$ cat config.mk
export PLATFORM = sky130hd
export DESIGN_NAME = mesh_traffic_sequencer_flat
export DESIGN_NICKNAME = d
export VERILOG_FILES = /design/src/rtl/mesh_traffic_sequencer_pkg.sv /design/src/rtl/mesh_traffic_sequencer_if.sv /design/src/rtl/traffic_pattern_rom.sv /design/src/rtl/mesh_traffic_sequencer.sv /design/src/flat_wrapper.sv
export SDC_FILE = /design/constraint.sdc
export NUM_CORES = 1
export LEC_CHECK = 0
export ABC_AREA = 1
export CORE_AREA = 4 4 143 145
export DETAILED_ROUTE_END_ITERATION = 6
export DIE_AREA = 0 0 147 149
export HOLD_SLACK_MARGIN = 0.06
export PLACE_DENSITY_LB_ADDON = 0.15
export RECOVER_POWER = 50
export SKIP_CTS_REPAIR_TIMING = 1
export SKIP_LAST_GASP = 1
export SYNTH_ARGS = -nofsm -noshare
export SYNTH_HDL_FRONTEND = slang
export SYNTH_SLANG_ARGS = --single-unit
$ cat constraint.sdc
create_clock -name clk -period 2.2 [get_ports clk]
set_input_delay 0.66 -clock clk [delete_from_list [all_inputs] [get_ports clk]]
set_output_delay 0.66 -clock clk [all_outputs]
set_load 0.02 [all_outputs]
$ cat src/rtl/mesh_traffic_sequencer_pkg.sv
// mesh_pkg: shared constants for the 2x4 mesh traffic sequencer.
//   - Mesh geometry and per-PE configuration slice widths.
//   - Traffic pattern encodings (values 8-15 are illegal).
//   - PE mode encodings and the sequencer FSM state encoding.
package mesh_pkg;

  localparam int PE_NUM      = 8;
  localparam int ADDR_W      = 3;
  localparam int CNT_NUM_W   = 3;
  localparam int MODE_W      = 4;
  localparam int DST_SLICE_W = 24;
  localparam int PAT_W       = 4;

  localparam logic [PAT_W-1:0] PAT_COMPLEMENT = 4'd0;
  localparam logic [PAT_W-1:0] PAT_REVERSE    = 4'd1;
  localparam logic [PAT_W-1:0] PAT_ROTATION   = 4'd2;
  localparam logic [PAT_W-1:0] PAT_SHUFFLE    = 4'd3;
  localparam logic [PAT_W-1:0] PAT_TORNADO    = 4'd4;
  localparam logic [PAT_W-1:0] PAT_NEIGHBOR   = 4'd5;
  localparam logic [PAT_W-1:0] PAT_HOTSPOT    = 4'd6;
  localparam logic [PAT_W-1:0] PAT_TURN       = 4'd7;

  localparam logic [MODE_W-1:0] MODE_ACTIVE = 4'b0001;
  localparam logic [MODE_W-1:0] MODE_TURN   = 4'b0000;

  typedef enum logic [2:0] {
    ST_IDLE,
    ST_RESET,
    ST_FLUSH,
    ST_SETTLE,
    ST_RUN,
    ST_DONE
  } seq_state_t;

  function automatic logic pattern_legal(input logic [PAT_W-1:0] p);
    return (p <= PAT_TURN);
  endfunction

endpackage

$ cat src/rtl/mesh_traffic_sequencer_if.sv
// Mesh-side bundle of the traffic sequencer.
//   master : sequencer side (drives mesh reset, enables and all PE
//            configuration buses; receives the per-PE finish flags)
//   slave  : mesh side
interface mesh_traffic_sequencer_if;
  import mesh_pkg::*;

  logic                            mesh_rst_n;
  logic [PE_NUM-1:0]               pe_enable;
  logic [PE_NUM-1:0]               pe_dbg_mode_wire;
  logic [PE_NUM*CNT_NUM_W-1:0]     pe_send_num_wire;
  logic [PE_NUM*CNT_NUM_W-1:0]     pe_receive_num_wire;
  logic [PE_NUM*4-1:0]             pe_rate_wire;
  logic [PE_NUM*DST_SLICE_W-1:0]   pe_dst_seq_wire;
  logic [PE_NUM*MODE_W-1:0]        pe_mode_wire;
  logic [PE_NUM-1:0]               pe_flush_wire;
  logic [PE_NUM-1:0]               pe_task_send_finish_flag;
  logic [PE_NUM-1:0]               pe_task_receive_finish_flag;

  modport master (
    output mesh_rst_n, pe_enable, pe_dbg_mode_wire, pe_send_num_wire,
           pe_receive_num_wire, pe_rate_wire, pe_dst_seq_wire, pe_mode_wire,
           pe_flush_wire,
    input  pe_task_send_finish_flag, pe_task_receive_finish_flag
  );

  modport slave (
    input  mesh_rst_n, pe_enable, pe_dbg_mode_wire, pe_send_num_wire,
           pe_receive_num_wire, pe_rate_wire, pe_dst_seq_wire, pe_mode_wire,
           pe_flush_wire,
    output pe_task_send_finish_flag, pe_task_receive_finish_flag
  );

endinterface

$ cat src/rtl/traffic_pattern_rom.sv
// traffic_pattern_rom: combinational map from a traffic pattern code to the
// full set of PE configuration fields.
//   pattern   in  : pattern code (0-7 legal)
//   send_num  out : 3 bits per PE, PE0 at LSB
//   recv_num  out : 3 bits per PE
//   dst_seq   out : 24 bits per PE, destination in the low 3 bits
//   mode      out : 4 bits per PE
//   send_mask out : bit i set when PE i has a nonzero send count
//   recv_mask out : bit i set when PE i has a nonzero receive count
//   legal     out : pattern code is in range
module traffic_pattern_rom
  import mesh_pkg::*;
(
  input  logic [PAT_W-1:0]                pattern,
  output logic [PE_NUM*CNT_NUM_W-1:0]     send_num,
  output logic [PE_NUM*CNT_NUM_W-1:0]     recv_num,
  output logic [PE_NUM*DST_SLICE_W-1:0]   dst_seq,
  output logic [PE_NUM*MODE_W-1:0]        mode,
  output logic [PE_NUM-1:0]               send_mask,
  output logic [PE_NUM-1:0]               recv_mask,
  output logic                            legal
);

  function automatic logic [ADDR_W-1:0] dst_of(input logic [PAT_W-1:0] p,
                                               input logic [ADDR_W-1:0] i);
    case (p)
      PAT_COMPLEMENT: return ~i;
      PAT_REVERSE:    return {i[0], i[1], i[2]};
      PAT_ROTATION:   return {i[0], i[2:1]};
      PAT_SHUFFLE:    return {i[1:0], i[2]};
      PAT_TORNADO:    return i + 3'd3;
      PAT_NEIGHBOR:   return i + 3'd1;
      default:        return '0;
    endcase
  endfunction

  // Hotspot: every PE but PE0 sends one packet to PE0.
  function automatic logic [CNT_NUM_W-1:0] send_of(input logic [PAT_W-1:0] p,
                                                   input logic [ADDR_W-1:0] i);
    if (p <= PAT_NEIGHBOR) return 3'd1;
    if (p == PAT_HOTSPOT)  return (i == '0) ? 3'd0 : 3'd1;
    if (p == PAT_TURN)     return 3'd7;
    return '0;
  endfunction

  // Hotspot: PE0 alone receives the seven packets.
  function automatic logic [CNT_NUM_W-1:0] recv_of(input logic [PAT_W-1:0] p,
                                                   input logic [ADDR_W-1:0] i);
    if (p <= PAT_NEIGHBOR) return 3'd1;
    if (p == PAT_HOTSPOT)  return (i == '0) ? 3'd7 : 3'd0;
    if (p == PAT_TURN)     return 3'd7;
    return '0;
  endfunction

  always_comb begin
    send_num  = '0;
    recv_num  = '0;
    dst_seq   = '0;
    mode      = '0;
    send_mask = '0;
    recv_mask = '0;
    legal     = pattern_legal(pattern);
    for (int i = 0; i < PE_NUM; i++) begin
      dst_seq[i*DST_SLICE_W +: ADDR_W]    = dst_of(pattern, ADDR_W'(i));
      send_num[i*CNT_NUM_W +: CNT_NUM_W]  = send_of(pattern, ADDR_W'(i));
      recv_num[i*CNT_NUM_W +: CNT_NUM_W]  = recv_of(pattern, ADDR_W'(i));
      mode[i*MODE_W +: MODE_W]            = (pattern <= PAT_HOTSPOT) ? MODE_ACTIVE : MODE_TURN;
      send_mask[i] = |send_of(pattern, ADDR_W'(i));
      recv_mask[i] = |recv_of(pattern, ADDR_W'(i));
    end
  end

endmodule

$ cat src/rtl/mesh_traffic_sequencer.sv
// mesh_traffic_sequencer: runs one synthetic traffic pattern on the 2x4 mesh
// per start request: reset -> flush -> settle -> run -> report.
//   clk, rst_n   : clock, synchronous active-low reset
//   start        : one-cycle request, honoured only in IDLE
//   pattern_sel  : traffic pattern (0-7 legal)
//   cfg_rate     : injection rate, replicated into every PE slice
//   mesh         : mesh-side bundle (reset, enables, config buses, flags)
//   busy         : a run is in progress
//   done         : one-cycle pulse at end of run or after an illegal request
//   timeout      : last run hit TIMEOUT (sticky until next start)
//   bad_pattern  : last request had an illegal pattern (sticky)
//   latency      : RUN cycles of the last run, saturating
module mesh_traffic_sequencer
  import mesh_pkg::*;
#(
  parameter int RST_CYC    = 2,
  parameter int FLUSH_CYC  = 4,
  parameter int SETTLE_CYC = 100,
  parameter int TIMEOUT    = 20000,
  parameter int CNT_W      = 16
) (
  input  logic                   clk,
  input  logic                   rst_n,
  input  logic                   start,
  input  logic [PAT_W-1:0]       pattern_sel,
  input  logic [3:0]             cfg_rate,
  mesh_traffic_sequencer_if.master mesh,
  output logic                   busy,
  output logic                   done,
  output logic                   timeout,
  output logic                   bad_pattern,
  output logic [CNT_W-1:0]       latency
);

  localparam int PH_MAX = (SETTLE_CYC > TIMEOUT) ? SETTLE_CYC : TIMEOUT;
  localparam int PH_W   = $clog2(PH_MAX + 1);

  // Phase counter reload values: each state lasts (load + 1) cycles.
  localparam logic [PH_W-1:0] RST_LD    = PH_W'(RST_CYC - 1);
  localparam logic [PH_W-1:0] FLUSH_LD  = PH_W'(FLUSH_CYC - 1);
  localparam logic [PH_W-1:0] SETTLE_LD = PH_W'(SETTLE_CYC - 1);
  localparam logic [PH_W-1:0] RUN_LD    = PH_W'(TIMEOUT - 1);

  function automatic logic [CNT_W-1:0] sat_inc(input logic [CNT_W-1:0] v);
    return (&v) ? v : v + CNT_W'(1);
  endfunction

  seq_state_t                    state;
  logic [PH_W-1:0]               phase;
  logic                          bad_done_pend;

  logic                          mesh_rst_n_r;
  logic [PE_NUM-1:0]             pe_enable_r;
  logic [PE_NUM-1:0]             flush_r;
  logic [PE_NUM*CNT_NUM_W-1:0]   send_num_r;
  logic [PE_NUM*CNT_NUM_W-1:0]   recv_num_r;
  logic [PE_NUM*4-1:0]           rate_r;
  logic [PE_NUM*DST_SLICE_W-1:0] dst_r;
  logic [PE_NUM*MODE_W-1:0]      mode_r;
  logic [PE_NUM-1:0]             send_mask_r;
  logic [PE_NUM-1:0]             recv_mask_r;

  logic [PE_NUM*CNT_NUM_W-1:0]   rom_send;
  logic [PE_NUM*CNT_NUM_W-1:0]   rom_recv;
  logic [PE_NUM*DST_SLICE_W-1:0] rom_dst;
  logic [PE_NUM*MODE_W-1:0]      rom_mode;
  logic [PE_NUM-1:0]             rom_send_mask;
  logic [PE_NUM-1:0]             rom_recv_mask;
  logic                          rom_legal;
  logic                          run_complete;

  // The ROM looks at the live request; its outputs are captured only when
  // a start is accepted, which is what "latching the pattern" means here.
  traffic_pattern_rom u_rom (
    .pattern   (pattern_sel),
    .send_num  (rom_send),
    .recv_num  (rom_recv),
    .dst_seq   (rom_dst),
    .mode      (rom_mode),
    .send_mask (rom_send_mask),
    .recv_mask (rom_recv_mask),
    .legal     (rom_legal)
  );

  assign run_complete =
    ((mesh.pe_task_send_finish_flag    & send_mask_r) == send_mask_r) &&
    ((mesh.pe_task_receive_finish_flag & recv_mask_r) == recv_mask_r);

  always_ff @(posedge clk) begin
    if (!rst_n) begin
      state         <= ST_IDLE;
      phase         <= '0;
      bad_done_pend <= 1'b0;
      mesh_rst_n_r  <= 1'b0;
      pe_enable_r   <= '0;
      flush_r       <= '1;
      send_num_r    <= '0;
      recv_num_r    <= '0;
      rate_r        <= '0;
      dst_r         <= '0;
      mode_r        <= '0;
      send_mask_r   <= '0;
      recv_mask_r   <= '0;
      busy          <= 1'b0;
      done          <= 1'b0;
      timeout       <= 1'b0;
      bad_pattern   <= 1'b0;
      latency       <= '0;
    end else begin
      done <= 1'b0;
      case (state)
        ST_IDLE: begin
          mesh_rst_n_r  <= 1'b1;
          pe_enable_r   <= '0;
          // An illegal request reports its done one cycle after the flag.
          done          <= bad_done_pend;
          bad_done_pend <= 1'b0;
          if (start) begin
            timeout <= 1'b0;
            if (rom_legal) begin
              send_num_r   <= rom_send;
              recv_num_r   <= rom_recv;
              dst_r        <= rom_dst;
              mode_r       <= rom_mode;
              send_mask_r  <= rom_send_mask;
              recv_mask_r  <= rom_recv_mask;
              rate_r       <= {PE_NUM{cfg_rate}};
              bad_pattern  <= 1'b0;
              busy         <= 1'b1;
              mesh_rst_n_r <= 1'b0;
              flush_r      <= '1;
              phase        <= RST_LD;
              state        <= ST_RESET;
            end else begin
              bad_pattern   <= 1'b1;
              bad_done_pend <= 1'b1;
            end
          end
        end
        ST_RESET: begin
          if (phase == '0) begin
            mesh_rst_n_r <= 1'b1;
            phase        <= FLUSH_LD;
            state        <= ST_FLUSH;
          end else begin
            phase <= phase - PH_W'(1);
          end
        end
        ST_FLUSH: begin
          if (phase == '0) begin
            flush_r <= '0;
            phase   <= SETTLE_LD;
            state   <= ST_SETTLE;
          end else begin
            phase <= phase - PH_W'(1);
          end
        end
        ST_SETTLE: begin
          if (phase == '0) begin
            pe_enable_r <= '1;
            latency     <= '0;
            phase       <= RUN_LD;
            state       <= ST_RUN;
          end else begin
            phase <= phase - PH_W'(1);
          end
        end
        ST_RUN: begin
          latency <= sat_inc(latency);
          // Completion is tested first so it wins over a coincident timeout.
          if (run_complete || (phase == '0)) begin
            timeout     <= !run_complete;
            pe_enable_r <= '0;
            done        <= 1'b1;
            busy        <= 1'b0;
            state       <= ST_DONE;
          end else begin
            phase <= phase - PH_W'(1);
          end
        end
        ST_DONE: begin
          mesh_rst_n_r <= 1'b1;
          state        <= ST_IDLE;
        end
        default: state <= ST_IDLE;
      endcase
    end
  end

  assign mesh.mesh_rst_n          = mesh_rst_n_r;
  assign mesh.pe_enable           = pe_enable_r;
  assign mesh.pe_dbg_mode_wire    = '1;
  assign mesh.pe_send_num_wire    = send_num_r;
  assign mesh.pe_receive_num_wire = recv_num_r;
  assign mesh.pe_rate_wire        = rate_r;
  assign mesh.pe_dst_seq_wire     = dst_r;
  assign mesh.pe_mode_wire        = mode_r;
  assign mesh.pe_flush_wire       = flush_r;

endmodule

$ cat src/flat_wrapper.sv
// flat-port wrapper written by rule: the top's interface ports become plain ports
module mesh_traffic_sequencer_flat import mesh_pkg::*;
#(
  parameter int RST_CYC    = 2,
  parameter int FLUSH_CYC  = 4,
  parameter int SETTLE_CYC = 100,
  parameter int TIMEOUT    = 20000,
  parameter int CNT_W      = 16
)
  (clk, rst_n, start, pattern_sel, cfg_rate, busy, done, timeout, bad_pattern, latency, mesh_mesh_rst_n, mesh_pe_enable, mesh_pe_dbg_mode_wire, mesh_pe_send_num_wire, mesh_pe_receive_num_wire, mesh_pe_rate_wire, mesh_pe_dst_seq_wire, mesh_pe_mode_wire, mesh_pe_flush_wire, mesh_pe_task_send_finish_flag, mesh_pe_task_receive_finish_flag);
  mesh_traffic_sequencer_if mesh_i ();
  input  logic clk;
  input  logic rst_n;
  input  logic start;
  input  logic [PAT_W-1:0] pattern_sel;
  input  logic [3:0] cfg_rate;
  output logic busy;
  output logic done;
  output logic timeout;
  output logic bad_pattern;
  output logic [CNT_W-1:0] latency;
  output wire logic [$bits(mesh_i.mesh_rst_n)-1:0] mesh_mesh_rst_n;
  output wire logic [$bits(mesh_i.pe_enable)-1:0] mesh_pe_enable;
  output wire logic [$bits(mesh_i.pe_dbg_mode_wire)-1:0] mesh_pe_dbg_mode_wire;
  output wire logic [$bits(mesh_i.pe_send_num_wire)-1:0] mesh_pe_send_num_wire;
  output wire logic [$bits(mesh_i.pe_receive_num_wire)-1:0] mesh_pe_receive_num_wire;
  output wire logic [$bits(mesh_i.pe_rate_wire)-1:0] mesh_pe_rate_wire;
  output wire logic [$bits(mesh_i.pe_dst_seq_wire)-1:0] mesh_pe_dst_seq_wire;
  output wire logic [$bits(mesh_i.pe_mode_wire)-1:0] mesh_pe_mode_wire;
  output wire logic [$bits(mesh_i.pe_flush_wire)-1:0] mesh_pe_flush_wire;
  input wire logic [$bits(mesh_i.pe_task_send_finish_flag)-1:0] mesh_pe_task_send_finish_flag;
  input wire logic [$bits(mesh_i.pe_task_receive_finish_flag)-1:0] mesh_pe_task_receive_finish_flag;
  assign mesh_mesh_rst_n = mesh_i.mesh_rst_n;
  assign mesh_pe_enable = mesh_i.pe_enable;
  assign mesh_pe_dbg_mode_wire = mesh_i.pe_dbg_mode_wire;
  assign mesh_pe_send_num_wire = mesh_i.pe_send_num_wire;
  assign mesh_pe_receive_num_wire = mesh_i.pe_receive_num_wire;
  assign mesh_pe_rate_wire = mesh_i.pe_rate_wire;
  assign mesh_pe_dst_seq_wire = mesh_i.pe_dst_seq_wire;
  assign mesh_pe_mode_wire = mesh_i.pe_mode_wire;
  assign mesh_pe_flush_wire = mesh_i.pe_flush_wire;
  assign mesh_i.pe_task_send_finish_flag = mesh_pe_task_send_finish_flag;
  assign mesh_i.pe_task_receive_finish_flag = mesh_pe_task_receive_finish_flag;
  mesh_traffic_sequencer #(.RST_CYC(RST_CYC), .FLUSH_CYC(FLUSH_CYC), .SETTLE_CYC(SETTLE_CYC), .TIMEOUT(TIMEOUT), .CNT_W(CNT_W)) u_core (.clk(clk), .rst_n(rst_n), .start(start), .pattern_sel(pattern_sel), .cfg_rate(cfg_rate), .mesh(mesh_i), .busy(busy), .done(done), .timeout(timeout), .bad_pattern(bad_pattern), .latency(latency));
endmodule
==> key figures <==
Critical path
  – CP Buf/Inv Count: 1
  – Critical Path RT: 1.54 ns
  – R2R Path Start: u_core.phase[0]
  – Setup slack, reg-to-reg: 0.30 ns
  – Crit. End Element: output pin
  – Worst flop-to-flop path endpoint: u_core.latency[1]
  – Worst Path Max Fanout: 9
  – CP max-delay cell: clkdlybuf4s50_1
  – WS Path Type: flop to output pin
  – CP startpoint kind: flop
  – Worst Reg-to-Reg Cells: 11
  – Worst path cell trace: clkdlybuf4s50_1
  – Delay-heaviest family, CP: buffers and inverters
  – Crit path DAT: 1.48 ns
  – CP peak stage delay: 0.67 ns

Die
  – Starting density of the core: 31.5%
  – Core ar.: 19200 µm²
  – Die area: 21900 µm²
  – Ports: 376
  – Row cnt: 51
  – Vert. Die Dim: 149 µm
  – Die width: 147 µm

GRT
  – Tot GR Track Use: 13.7%
  – Number of global-route vias before repair: 4476
  – Pin count of the biggest net entering global routing: 31
  – Antenna violations before repair: 0
  – Global-route wire length before repair: 24200 µm
  – Gr ovfl total: 0

Outcome
  – Status: completed

Clock network
  – CTS tree: done
  – Clock Sinks: 74
  – Num CTS Buffers: 9
  – Clock Path Buffers: 2
  – H-tree lvl count: 3
  – Worst-Skew Late Latency: 0.34 ns
  – Root Driver: clkbuf_16
  – Clk pin slew, worst setup/hold paths: 0.06 ns

STA
  – Fin. Hold Viols: 0
  – Final Setup Violations: 0
  – Tmin final: 2.14 ns
  – Worst slew margin: 53.6%
  – Fin crit share: 97.1%
  – Worst slew pin tran: 0.696 ns
  – RSZ-0062 raised after global routing: no
  – Peak Freq: 0.468 GHz
  – Clock skew: 0.00773 ns
  – Worst setup margin: 0.0645 ns
  – WHS: 0.444 ns
  – Max Transition Viols Final: 0

Placement
  – GPL Wtd Cong: 0.817
  – I/O Buffers: 174
  – HPWL after DPL: 12900 µm
  – Place WS: -0.146 ns
  – Dpl cell area: 6920 µm²

Pwr
  – Total power: 0.00646 W
  – Power per Cell Area: 923 nW/µm²
  – Leakage power total: 3.54 nW
  – Maximum vdd drop: 0.467 mV

Cells and area
  – Share of layout cells above drive strength 1: 7.86%
  – Diode count: 0
  – Area growth syn-to-layout: 15.7%
  – Post-route cell area: 7000 µm²
  – Fillers: 2106
  – Final nets: 1030

Synth
  – Top post-synthesis cells by area: buf_4 (37%), dfxtp_1 (24%), nand2_1 (12%), nand3_1 (4.4%), nor2_1 (4.0%)
  – Synth cell types: 37
  – EDFF count, synth: 0
  – Syn Std Cell Area: 6050 µm²
  – Commonest cells post-synth: buf_4 (296), nand2_1 (192), dfxtp_1 (74)
  – Fraction of post-synthesis cell area in the top cell type by area: 36.7%
  – Post-synth top flop: dfxtp_1
  – Yosys top cell by area: buf_4
  – Register area share after synthesis: 24.5%
  – Cells after synthesis: 884
  – Synth Warn #: 0
  – FFs w/ async S/R, synth: 0%
  – Most common cell in the netlist: buf_4
  – Avg Synthesized Cell Area: 6.85 µm²
  – Register bit total from synthesis: 74

Route
  – Detail Route Antenna Nets: 0
  – Router iterations before antenna repair: 4
  – Via Count: 4998
  – Vias per cell: 3.94
  – Remaining DRCs: 0
  – WL/cell: 12.8 µm
  – Routed WL: 16300 µm
  – DR iter-0 viols: 215

Run
  – Max_cap viols: 0

Hold path
  – Worst hold start: u_core.mesh.pe_dst_seq_wire[0]
  – WHS Path Cells: 2
  – Hold Path Class: flop to flop
  – WHS Endpoint: u_core.mesh.pe_dst_seq_wire[0]
## per-stage QoR
| step | TNS, ns | cells | utilization, % |
|---|---|---|---|
| after detailed placement | -2.88 | 1254 | 36.0 |
| after global routing | 0 | 1270 | 36.5 |
| after floorplan | 0 | 1083 | - |
| after global placement | -2.89 | 1254 | 36.0 |
| after CTS | -1.78 | 1270 | 37.5 |
| final | 0 | 1270 | 36.5 |
## per-layer routing
metal	vias up	wire, µm	global-route usage, %	share of wire (%)
li1	2528	-	-	-
met1	2238	6820	16.2	42
met2	220	7810	24.2	48
met3	12	1480	4.86	9.1
met4	0	165	2.89	1.0
met5	-	0	0	0
## placed cells by master (no fill, tap or decap), types with 2 or more instances in the layout
cell	instances
clkdlybuf4s50_1	104
dfxtp_1	69
or2_2	3
nand2_1	192
dlymetal6s2s_1	16
nand3_1	53
clkinvlp_4	2
o21bai_1	3
dlygate4sd3_1	16
o21ai_0	26
clkinv_4	2
a22o_1	2
nor2_1	64
xnor2_1	3
nand3b_1	2
a32o_1	6
buf_4	37
nor2_4	3
buf_12	2
inv_6	2
o21ai_1	2
clkbuf_16	9
dfxtp_2	5
inv_2	3
nand4_1	7
nor3_1	7
a31oi_1	5
a31o_2	2
nor2_2	2
clkbuf_1	40
conb_1	201
a21oi_1	40
inv_1	59
ha_1	3
xor2_1	2
## worst max-delay path by stage
stage                                         from  cells past startpoint                               to
2_1_floorplan  u_core.mesh.pe_receive_num_wire[22]                      1     mesh_pe_receive_num_wire[10]
3_5_place_dp                                 start                      8     u_core.mesh.pe_flush_wire[6]
4_1_cts                   u_core.mesh.pe_enable[6]                      1                mesh_pe_enable[3]
5_1_grt                                      start                      8  u_core.mesh.pe_dst_seq_wire[97]
3_3_place_gp                        pattern_sel[0]                      6  u_core.mesh.pe_dst_seq_wire[50]
6_report              u_core.mesh.pe_rate_wire[27]                      1            mesh_pe_rate_wire[15]
## cell type report
cell class | instances | area [µm²] | share of cell area [%]
inverter | 64 | 243 | 3.47
clock inverter | 7 | 61.3 | 0.875
timing repair buffer | 216 | 1870 | 26.8
multi-input combinational | 635 | 2780 | 39.7
sequential | 74 | 1490 | 21.2
clock buffer | 9 | 225 | 3.22
tap | 265 | 332 | 4.73
## state kept, by name (all words and copies together) (netlist names), 2 cells and up
name                             cells
u_core.phase                        15
u_core.send_mask_r                   2
u_core.state                         3
u_core.mesh.pe_receive_num_wire      3
u_core.latency                      16
u_core.mesh.pe_dst_seq_wire         22
u_core.mesh.pe_rate_wire             4
## power by group
group | internal (W) | total (W) | switching [W]
Sequential | 0.00152 | 0.00170 | 0.000182
Clock | 0.000784 | 0.00143 | 0.000651
Combinational | 0.00115 | 0.00333 | 0.00218
## kinds of logic after synthesis
group	after synthesis	synth area share, %
flops	74	24.5
compound gates	88	8.33
xor+xnor	5	0.723
buf+inv	374	41.9
other cells	2	0.124
fa+ha+maj	3	0.620
simple gates	338	23.8
## tightest hold or removal path, stage by stage, from the launching register on
cell and delay, ns:
dfxtp_1 0.32, nand2_1 0.05, nand2_1 0.04
No activity file was read; power rests on OpenSTA's default activity.
